$ cat config.mk
export PLATFORM = sky130hd
export DESIGN_NAME = alu_disp_ctrl
export DESIGN_NICKNAME = d
export VERILOG_FILES = /design/src/rtl/alu_disp_pkg.sv /design/src/rtl/seg7_decode.sv /design/src/rtl/alu_disp_ctrl.sv
export SDC_FILE = /design/constraint.sdc
export NUM_CORES = 1
export LEC_CHECK = 0
export CORE_MARGIN = 2
export CORE_UTILIZATION = 54
export DETAILED_ROUTE_END_ITERATION = 16
export PLACE_DENSITY = 0.86
export SLEW_MARGIN = 20
export SYNTH_ARGS = -nofsm -noshare
export SYNTH_HDL_FRONTEND = slang
export SYNTH_SLANG_ARGS = --single-unit
$ cat constraint.sdc
create_clock -name CLK -period 5.8 [get_ports CLK]
set_input_delay 1.16 -clock CLK [delete_from_list [all_inputs] [get_ports CLK]]
set_output_delay 1.16 -clock CLK [all_outputs]
set_load 0.005 [all_outputs]
$ cat src/rtl/alu_disp_pkg.sv
// Shared definitions for the ALU board seven-segment display controller.
// Holds glyph indices and segment codes, anode patterns, the view-state
// enumeration and the operand-nibble to glyph helper.
package alu_disp_pkg;

  // Digit content: 0-9 are decimal digits, 10 is minus, 11 is blank.
  typedef logic [3:0] glyph_t;

  localparam glyph_t GLY_MINUS = 4'd10;
  localparam glyph_t GLY_BLANK = 4'd11;

  // Segment codes a..g, a is the MSB, active-low.
  localparam logic [6:0] SEG_0     = 7'b0000001;
  localparam logic [6:0] SEG_1     = 7'b1001111;
  localparam logic [6:0] SEG_2     = 7'b0010010;
  localparam logic [6:0] SEG_3     = 7'b0000110;
  localparam logic [6:0] SEG_4     = 7'b1001100;
  localparam logic [6:0] SEG_5     = 7'b0100100;
  localparam logic [6:0] SEG_6     = 7'b0100000;
  localparam logic [6:0] SEG_7     = 7'b0001111;
  localparam logic [6:0] SEG_8     = 7'b0000000;
  localparam logic [6:0] SEG_9     = 7'b0000100;
  localparam logic [6:0] SEG_MINUS = 7'b1111110;
  localparam logic [6:0] SEG_BLANK = 7'b1111111;

  // Anode enables, active-low, bit 3 is the leftmost digit (digit 0).
  localparam logic [3:0] AN_OFF  = 4'b1111;
  localparam logic [3:0] AN_DIG0 = 4'b0111;
  localparam logic [3:0] AN_DIG1 = 4'b1011;
  localparam logic [3:0] AN_DIG2 = 4'b1101;
  localparam logic [3:0] AN_DIG3 = 4'b1110;

  typedef enum logic {
    V_OPER = 1'b0,
    V_RES  = 1'b1
  } view_state_e;

  function automatic logic [3:0] anode_for(input logic [1:0] idx);
    logic [3:0] an;
    case (idx)
      2'd0:    an = AN_DIG0;
      2'd1:    an = AN_DIG1;
      2'd2:    an = AN_DIG2;
      default: an = AN_DIG3;
    endcase
    return an;
  endfunction

  // Returns {tens, ones} glyphs for one operand nibble.
  // Signed negative nibbles show minus plus magnitude (1000 -> 8).
  function automatic logic [7:0] nibble_glyphs(input logic [3:0] nib,
                                               input logic       is_signed);
    glyph_t tens;
    glyph_t ones;
    if (is_signed && nib[3]) begin
      tens = GLY_MINUS;
      ones = ~nib + 4'd1;
    end else if (is_signed) begin
      tens = GLY_BLANK;
      ones = nib;
    end else if (nib > 4'd9) begin
      tens = 4'd1;
      ones = nib - 4'd10;
    end else begin
      tens = 4'd0;
      ones = nib;
    end
    return {tens, ones};
  endfunction

endpackage

$ cat src/rtl/seg7_decode.sv
// Glyph index to seven-segment code, active-low, a = MSB.
// Ports:
//   glyph   in  4  glyph index (0-9 digits, 10 minus, 11 blank)
//   a_to_g  out 7  segment pattern; any unlisted index decodes to blank
module seg7_decode
  import alu_disp_pkg::*;
(
  input  glyph_t     glyph,
  output logic [6:0] a_to_g
);

  always_comb begin
    a_to_g = SEG_BLANK;
    case (glyph)
      4'd0:      a_to_g = SEG_0;
      4'd1:      a_to_g = SEG_1;
      4'd2:      a_to_g = SEG_2;
      4'd3:      a_to_g = SEG_3;
      4'd4:      a_to_g = SEG_4;
      4'd5:      a_to_g = SEG_5;
      4'd6:      a_to_g = SEG_6;
      4'd7:      a_to_g = SEG_7;
      4'd8:      a_to_g = SEG_8;
      4'd9:      a_to_g = SEG_9;
      GLY_MINUS: a_to_g = SEG_MINUS;
      default:   a_to_g = SEG_BLANK;
    endcase
  end

endmodule

$ cat src/rtl/alu_disp_ctrl.sv
// Scan controller and view arbiter for the 4-digit common-anode display.
// Multiplexes the digits with a blanking gap at the start of every slot,
// latches content once per frame, and switches between the operand view
// and a result view held for HOLD_FRAMES frames after each result.
// Ports:
//   CLK           in  1  system clock
//   RST           in  1  synchronous active-high reset
//   operands      in  8  [7:4] A nibble, [3:0] B nibble
//   result        in  8  ALU result byte
//   result_valid  in  1  one-cycle pulse, result is new
//   isSigned      in  1  show values as two's complement
//   SF            in  1  ALU sign flag, sampled with result
//   seg           out 4  anode enables, active-low, seg[3] leftmost
//   a_to_g        out 7  segments a..g, active-low
//   view_res      out 1  result view is on the display
//
// state  | meaning
// V_OPER | operand nibbles shown, snapshot refreshed every frame
// V_RES  | captured result shown, hold counts remaining frames
module alu_disp_ctrl
  import alu_disp_pkg::*;
#(
  parameter int DIV         = 100000,
  parameter int BLANK       = 1000,
  parameter int HOLD_FRAMES = 250
)(
  input  logic       CLK,
  input  logic       RST,
  input  logic [7:0] operands,
  input  logic [7:0] result,
  input  logic       result_valid,
  input  logic       isSigned,
  input  logic       SF,
  output logic [3:0] seg,
  output logic [6:0] a_to_g,
  output logic       view_res
);

  localparam int CW = $clog2(DIV);
  localparam int HW = (HOLD_FRAMES > 1) ? $clog2(HOLD_FRAMES) : 1;
  localparam logic [CW-1:0] CNT_LAST  = CW'(DIV - 1);
  localparam logic [CW-1:0] CNT_BLANK = CW'(BLANK);
  localparam logic [HW-1:0] HOLD_LOAD = HW'(HOLD_FRAMES - 1);

  logic [CW-1:0] cnt;
  logic [1:0]    idx;
  logic          slot_end;
  logic          frame_end;

  view_state_e   state, state_nxt;
  logic [HW-1:0] hold, hold_nxt;
  glyph_t [3:0]  snap, snap_nxt;

  logic          pend;
  logic [7:0]    pend_res;
  logic          pend_sf;

  glyph_t [3:0]  oper_snap;
  glyph_t [3:0]  res_snap;
  logic [7:0]    a_gly, b_gly;
  logic [7:0]    res_src, res_mag;
  logic          sf_src, res_neg, new_res;
  glyph_t        res_hun, res_ten, res_one;

  logic          in_blank;
  glyph_t        glyph_sel;
  logic [6:0]    seg_code;

  assign slot_end  = (cnt == CNT_LAST);
  assign frame_end = slot_end && (idx == 2'd3);
  assign new_res   = result_valid || pend;

  // Operand view content.
  assign a_gly = nibble_glyphs(operands[7:4], isSigned);
  assign b_gly = nibble_glyphs(operands[3:0], isSigned);

  always_comb begin
    oper_snap    = '0;
    oper_snap[0] = a_gly[7:4];
    oper_snap[1] = a_gly[3:0];
    oper_snap[2] = b_gly[7:4];
    oper_snap[3] = b_gly[3:0];
  end

  // Result view content; a pulse in the boundary cycle overrides pending.
  always_comb begin
    res_src = result_valid ? result : pend_res;
    sf_src  = result_valid ? SF : pend_sf;
    res_neg = isSigned && sf_src;
    res_mag = res_neg ? (~res_src + 8'd1) : res_src;
    res_hun = 4'(res_mag / 8'd100);
    res_ten = 4'((res_mag / 8'd10) % 8'd10);
    res_one = 4'(res_mag % 8'd10);

    res_snap    = '0;
    res_snap[0] = res_neg ? GLY_MINUS : GLY_BLANK;
    res_snap[1] = (res_hun == 4'd0) ? GLY_BLANK : res_hun;
    res_snap[2] = (res_hun == 4'd0 && res_ten == 4'd0) ? GLY_BLANK : res_ten;
    res_snap[3] = res_one;
  end

  // View FSM next state; only acts on frame boundaries.
  always_comb begin
    state_nxt = state;
    hold_nxt  = hold;
    snap_nxt  = snap;
    if (frame_end) begin
      if (new_res) begin
        state_nxt = V_RES;
        hold_nxt  = HOLD_LOAD;
        snap_nxt  = res_snap;
      end else if (state == V_RES && hold != '0) begin
        hold_nxt = hold - HW'(1);
      end else begin
        state_nxt = V_OPER;
        snap_nxt  = oper_snap;
      end
    end
  end

  always_ff @(posedge CLK) begin
    if (RST) begin
      state    <= V_OPER;
      hold     <= '0;
      snap     <= '0;
      view_res <= 1'b0;
    end else begin
      state    <= state_nxt;
      hold     <= hold_nxt;
      snap     <= snap_nxt;
      view_res <= (state_nxt == V_RES);
    end
  end

  // Scan timing and result capture.
  always_ff @(posedge CLK) begin
    if (RST) begin
      cnt      <= '0;
      idx      <= 2'd0;
      pend     <= 1'b0;
      pend_res <= 8'd0;
      pend_sf  <= 1'b0;
    end else begin
      cnt <= slot_end ? '0 : cnt + CW'(1);
      if (slot_end) idx <= idx + 2'd1;

      if (frame_end && new_res) begin
        pend <= 1'b0;
      end else if (result_valid) begin
        pend     <= 1'b1;
        pend_res <= result;
        pend_sf  <= SF;
      end
    end
  end

  // Output stage, one cycle behind cnt/idx.
  assign in_blank  = (cnt < CNT_BLANK);
  assign glyph_sel = in_blank ? GLY_BLANK : snap[idx];

  seg7_decode u_dec (
    .glyph  (glyph_sel),
    .a_to_g (seg_code)
  );

  always_ff @(posedge CLK) begin
    if (RST) begin
      seg    <= AN_OFF;
      a_to_g <= SEG_BLANK;
    end else begin
      seg    <= in_blank ? AN_OFF : anode_for(idx);
      a_to_g <= seg_code;
    end
  end

endmodule

Word-level counts from Yosys, hierarchy flattened
Memories as Yosys holds them, arrays and structs flattened. A register that Yosys moved wholly into a read port is not among the register bits.
Index checks and enable logic that the tools add are counted.
Operators by class
  $add $sub $neg: 8
  div/mod/pow operators: 4
  order comparisons: 4
  eq/ne operators: 5
  multiplexer cells: 28
  bitwise gates (word level): 3
  reduce and logical (&&, ||, !) cells: 18
Operator list (number)
  2-to-1 mux 4 bit: 14
  2-to-1 mux 16 bit: 2
  2-to-1 mux 8 bit: 4
  adder 17 x 1 -> 17 bit (second input constant): 1
  equality test 17 bit (second input constant): 1
  < comparator 17 x 10 -> 1 bit (second input constant): 1
  remainder unit 8 x 4 -> 8 bit (second input constant): 2
  case mux 4 bit (3 select lines): 1
  adder 4 x 1 -> 4 bit (second input constant): 2
  adder 8 x 1 -> 8 bit (second input constant): 1
  binary-select mux 4 bit (select 2 bit): 1
  divider 8 x 4 -> 8 bit (second input constant): 1
  divider 8 x 7 -> 8 bit (second input constant): 1
  > comparator 4 bit (second input constant): 2
  logical NOT 4 bit: 2
  NOT 4 bit: 2
  NOT 8 bit: 1
  nonzero test 8 bit: 1
  subtractor 4 bit (second input constant): 2
  subtractor 8 x 1 -> 8 bit (second input constant): 1
  logical AND 1 bit: 7
  2-to-1 mux 1 bit: 6
  OR reduction 2 bit: 3
  equality test 2 bit (second input constant): 2
  8 further kinds: 9
Storage, ports and cells
  bits in registers: 58
  bits in read-only memories: 112
  bits of input ports: 21
  output and inout port bits: 12
  memories kept: 1
Memories
  (name not given): depth 16, width 7, read ports 1, clocked after Yosys merged registers in 1, wr ports 0, RTL line seg7_decode.sv:14  | case (glyph)

Logic depth before layout (Yosys ltp)
  word-level depth: 10
  mapped depth: 25
  gate-level depth less buffers: 21

Cells and area by module
From an unflattened synthesis, not the netlist that was laid out.
Unflattened totals
  cell total of the unflattened synthesis: 595
  area, all modules: 4673.2 sq um
Modules (own cells, without submodules)
  alu_disp_ctrl: times used 1, cells each 564, area each 4459.3 sq um
  seg7_decode: times used 1, cells each 31, area each 214.0 sq um

Least setup slack after synthesis
Ideal clock, no wire load.
  path type: input-to-reg
  from: input result_valid
  to: register snap[13] (netlist name)
  arrival time: 5.495 ns
  slack: 0.201 ns
  cell stages on the path: 19
  buffers on the path: 3
  cell sequence: buf_6 -> buf_2 -> mux2i_1 -> ha_1 -> or4bb_1 -> nand4_1 -> xor2_1 -> clkbuf_1 -> o21ai_0 -> o221ai_1 -> a221o_1 -> inv_1 -> ha_1 -> and3_1 -> a211oi_4 -> mux2_4 -> nand3_1 -> xnor2_1 -> a2111oi_2
Between the ends
  longest elaborated chain between the ends: 6
  elaborated cells on any way between the ends: 11
RTL lines
  start, declared: RTL line alu_disp_ctrl.sv:31  | input logic result_valid,
  2-to-1 mux 8 bit
  NOT 8 bit: RTL line alu_disp_ctrl.sv:90  | res_mag = res_neg ? (~res_src + 8'd1) : res_src;
  adder 8 x 1 -> 8 bit: RTL line alu_disp_ctrl.sv:90
  2-to-1 mux 8 bit: RTL line alu_disp_ctrl.sv:90
  remainder unit 8 x 4 -> 8 bit: RTL line alu_disp_ctrl.sv:93  | res_one = 4'(res_mag % 8'd10);
  2-to-1 mux 16 bit: RTL line alu_disp_ctrl.sv:108  | if (new_res) begin
  end signal, assigned: RTL line alu_disp_ctrl.sv:130  | snap <= snap_nxt;
  end, declared: RTL line alu_disp_ctrl.sv:52  | glyph_t [3:0] snap, snap_nxt;
Parallel ways exist; a longest one is shown, timed or not.
A chain may end at the register's enable or synchronous reset.

Final worst setup path
  from: input result_valid
  to: register snap[8] (netlist name)
Between the ends
  longest elaborated chain between the ends: 10
  elaborated cells on any way between the ends: 17
RTL lines
  2-to-1 mux 8 bit
  NOT 8 bit: RTL line alu_disp_ctrl.sv:90
  adder 8 x 1 -> 8 bit: RTL line alu_disp_ctrl.sv:90
  2-to-1 mux 8 bit: RTL line alu_disp_ctrl.sv:90
  divider 8 x 4 -> 8 bit: RTL line alu_disp_ctrl.sv:92  | res_ten = 4'((res_mag / 8'd10) % 8'd10);
  remainder unit 8 x 4 -> 8 bit: RTL line alu_disp_ctrl.sv:92
  logical NOT 4 bit: RTL line alu_disp_ctrl.sv:98  | res_snap[2] = (res_hun == 4'd0 && res_ten == 4'd0) ? GLY_BLANK : res_ten;
  logical AND 1 bit: RTL line alu_disp_ctrl.sv:98
  2-to-1 mux 4 bit: RTL line alu_disp_ctrl.sv:98
  2-to-1 mux 16 bit: RTL line alu_disp_ctrl.sv:108
Parallel ways exist; a longest one is shown, timed or not.

==> flow_metrics.env <==
export IMPL_hp_class="reg2reg"
export IMPL_syn_inst=568
export IMPL_antenna_diode_count=0
export IMPL_gr_total_overflow=0
export IMPL_clk_insertion_delay_late_ps=340
export IMPL_synth_common_cells="nor2_1, dfxtp_1, nand2_1"
export IMPL_cts_root_buf="clkbuf_8"
export IMPL_slew_violations=0
export IMPL_timing_final_crit_period_ps=5586
export IMPL_fillCellCount=649
export IMPL_htreeDepth=3
export IMPL_cts_setup_buffers=0
export IMPL_crit_type="in2reg"
export IMPL_port_buffers=32
export IMPL_end_kind="flop"
export IMPL_seq_area_um2=1261
export IMPL_synth_warnings=0
export IMPL_p_per_area_nw_per_um2=230.8
export IMPL_grt_max_degree=45
export IMPL_synth_seq_cells=63
export IMPL_vias=4424
export IMPL_timing_rr_end="snap[8]"
export IMPL_worst_path_max_delay_cell="clkdlybuf4s50_1"
export IMPL_start_util=0.5522
export IMPL_synth_edff_count=0
export IMPL_grt_usage=0.2502
export IMPL_cts_tree="yes"
export IMPL_stdcell_count=723
export IMPL_setup_viol_count_final=0
export IMPL_syn_area_per_cell_um2=7.908
export IMPL_drive_gt1_frac=0.1262
export IMPL_multi_input_area_um2=3070
export IMPL_drt_pass1_iter_count=8
export IMPL_critPathLaunchType="primary input"
export IMPL_r2r_cells=17
export IMPL_cts_buffers_inserted=9
export IMPL_outcome="complete, no violations"
export IMPL_fp_row_count=33
export IMPL_synth_cell_type_count=79
export IMPL_tightest_slew_ps=830.9
export IMPL_yosysTopAreaCell="dfxtp_1"
export IMPL_cp_max_fo=10
export IMPL_area_growth_synth_to_final_pct=17.30
export IMPL_hold_depth=2
export IMPL_drc_errors=0
export IMPL_cp_required_ps=6030
export IMPL_finalSetupTns_ps=0
export IMPL_drv_cap=0
export IMPL_ioPinCount=33
export IMPL_r2r_start="pend_res[0]"
export IMPL_relSlewSlack=0.4424
export IMPL_p_leak_uw=0.001982
export IMPL_r2r_setup_slack_ps=1380
export IMPL_syn_area_um2=4492
export IMPL_synth_most_common_cell="nor2_1"
export IMPL_antenna_found_initial=0
export IMPL_ys_seq_area_frac=0.2808
export IMPL_cts_sinks=63
export IMPL_die_w_um=95.21
export IMPL_synth_top_area_frac=0.2808
export IMPL_hpwl_mm=8.320
export IMPL_worstHoldEndpoint="pend_sf"
export IMPL_dp_cells=707
export IMPL_path_cells="clkdlybuf4s50_1, mux2i_2, ha_1, or4bb_1, nand4_1, xor2_2, buf_4, o211ai_1, o221ai_1, a221o_1, inv_1, ha_1, and3_1, a211oi_4, nand2_1, o31ai_4, a21oi_1, o41ai_1"
export IMPL_clock_fmax_ghz=0.1790
export IMPL_crit_buf_inv=3
export IMPL_synthTopCellsByArea="dfxtp_1, ha_1, nor2_1"
export IMPL_final_hold_viol_count=0
export IMPL_dieArea_um2=9064
export IMPL_grt_pass1_wl_mm=18.33
export IMPL_synthFlopType="dfxtp_1"
export IMPL_drt_initial_drc_count=266
export IMPL_syn_nets=615
export IMPL_core_area_um2=8134
export IMPL_place_gp_congestion=0.9525
export IMPL_drt_total_wl_mm=10.99
export IMPL_min_period_over_period=0.9631
export IMPL_clk_pin_slew_ps=70
export IMPL_hold_start="pend_sf"
export IMPL_peakVddDrop_v=0.0001282
export IMPL_ant_nets=0
export IMPL_async_flop_share=0
export IMPL_crit_top_cell="ha_1"
export IMPL_grt_pass1_vias=4143
export IMPL_slowest_delay_ps=590
export IMPL_nets=660
export IMPL_finClkSkew_ps=10.16
export IMPL_wl_per_cell_um=15.20
export IMPL_cp_arrival_ps=5810
export IMPL_clockBufferDepth=2
export IMPL_viasPerCell=6.119
export IMPL_path_delay_family="compound AO/OA/AOI/OAI gates"
export IMPL_fp_dieH_um=95.21
power by group:
group          switching [µW]  internal, µW  total, µW
Combinational             236           169        405
Clock                     171           197        368
Sequential               4.93           438        443
Total                     412           804       1220
worst max-delay path by stage:
stage | start | end | cells after the start
final | result_valid | snap[8] | 18
after global routing | result_valid | snap[13] | 18
after CTS | result_valid | snap[8] | 18
after detailed placement | result_valid | snap[8] | 18
after global placement | result_valid | snap[9] | 22
after floorplan | result_valid | snap[13] | 19
sequential cells by signal, indices dropped and copies added (netlist names):
register / cells
state: 1
hold: 8
snap: 14
a_to_g: 7
pend_res: 8
cnt: 17
pend_sf: 1
pend: 1
idx: 2
seg: 4
tightest hold or removal path, stage by stage (launching register included):
cell	delay [ps]
dfxtp_1	310
nand2_1	50
a21oi_1	50
area by class of cell:
class                           count  area share
Multi-Input combinational cell    455      0.5828
Sequential cell                    63      0.2394
Timing Repair Buffer               59     0.09926
Tap cell                          105     0.02493
Clock buffer                       10     0.02422
Inverter                           25     0.01781
Clock inverter                      6     0.01164
metal layers:
metal / track usage / up-vias / part of all wire
li1: - / 2158 / -
met2: 0.4425 / 179 / 0.50
met3: 0.05296 / 32 / 0.060
met4: 0.07850 / 0 / 0.023
met1: 0.3019 / 2055 / 0.42
met5: 0 / - / 0
kinds of logic after synthesis:
| logic type | synth area share |
|---|---|
| and+or+nand+nor | 0.2446 |
| AOI/OAI and AO/OA | 0.2410 |
| DFF | 0.2808 |
| buffers and inverters | 0.04401 |
| xor gates and xnor gates | 0.06240 |
| adders and majority gates | 0.07242 |
| muxes | 0.05487 |
stage by stage:
| step | hold slack [ps] | util | cell area [µm²] | total power [µW] | setup slack, ps |
|---|---|---|---|---|---|
| floorplan | 420.4 | - | 4492 | 727.1 | 201.4 |
| global placement | 440.7 | 0.6199 | 5042 | 833.2 | 95.15 |
| detailed placement | 448.2 | 0.6199 | 5042 | 840.0 | -148.4 |
| CTS | 459.5 | 0.6431 | 5231 | 1206 | 192.2 |
| global route | 462.0 | 0.6477 | 5269 | 1279 | -3.784 |
| finish | 459.7 | 0.6477 | 5269 | 1216 | 213.9 |
cell usage in the layout (no fill, tap or decap), types with 4 or more instances in the layout:
cell and n:
nand3_1 24, clkbuf_8 9, o21ai_0 29, xor2_1 16, a211oi_1 9, or2_2 5
a311oi_1 4, ha_1 26, a21oi_1 38, o21ai_1 4, a31oi_1 5, buf_4 27
xnor2_1 15, a22oi_1 5, nor2_1 74, or3_1 8, nand4_1 10, dfxtp_1 63
nor4_1 4, clkdlybuf4s50_1 32, o221ai_1 4, mux2i_1 12, o211ai_1 4, o22ai_1 5
inv_1 25, and2_1 8, nor3_1 15, nand2_1 46, nand2b_1 5
timing repair:
item / 4_1_cts / 5_1_grt
endpoints found under the setup margin: 0 / 7
hold buffers: 0 / 0
resized for setup: 0 / 8
Power figures use the tool's default switching activity.
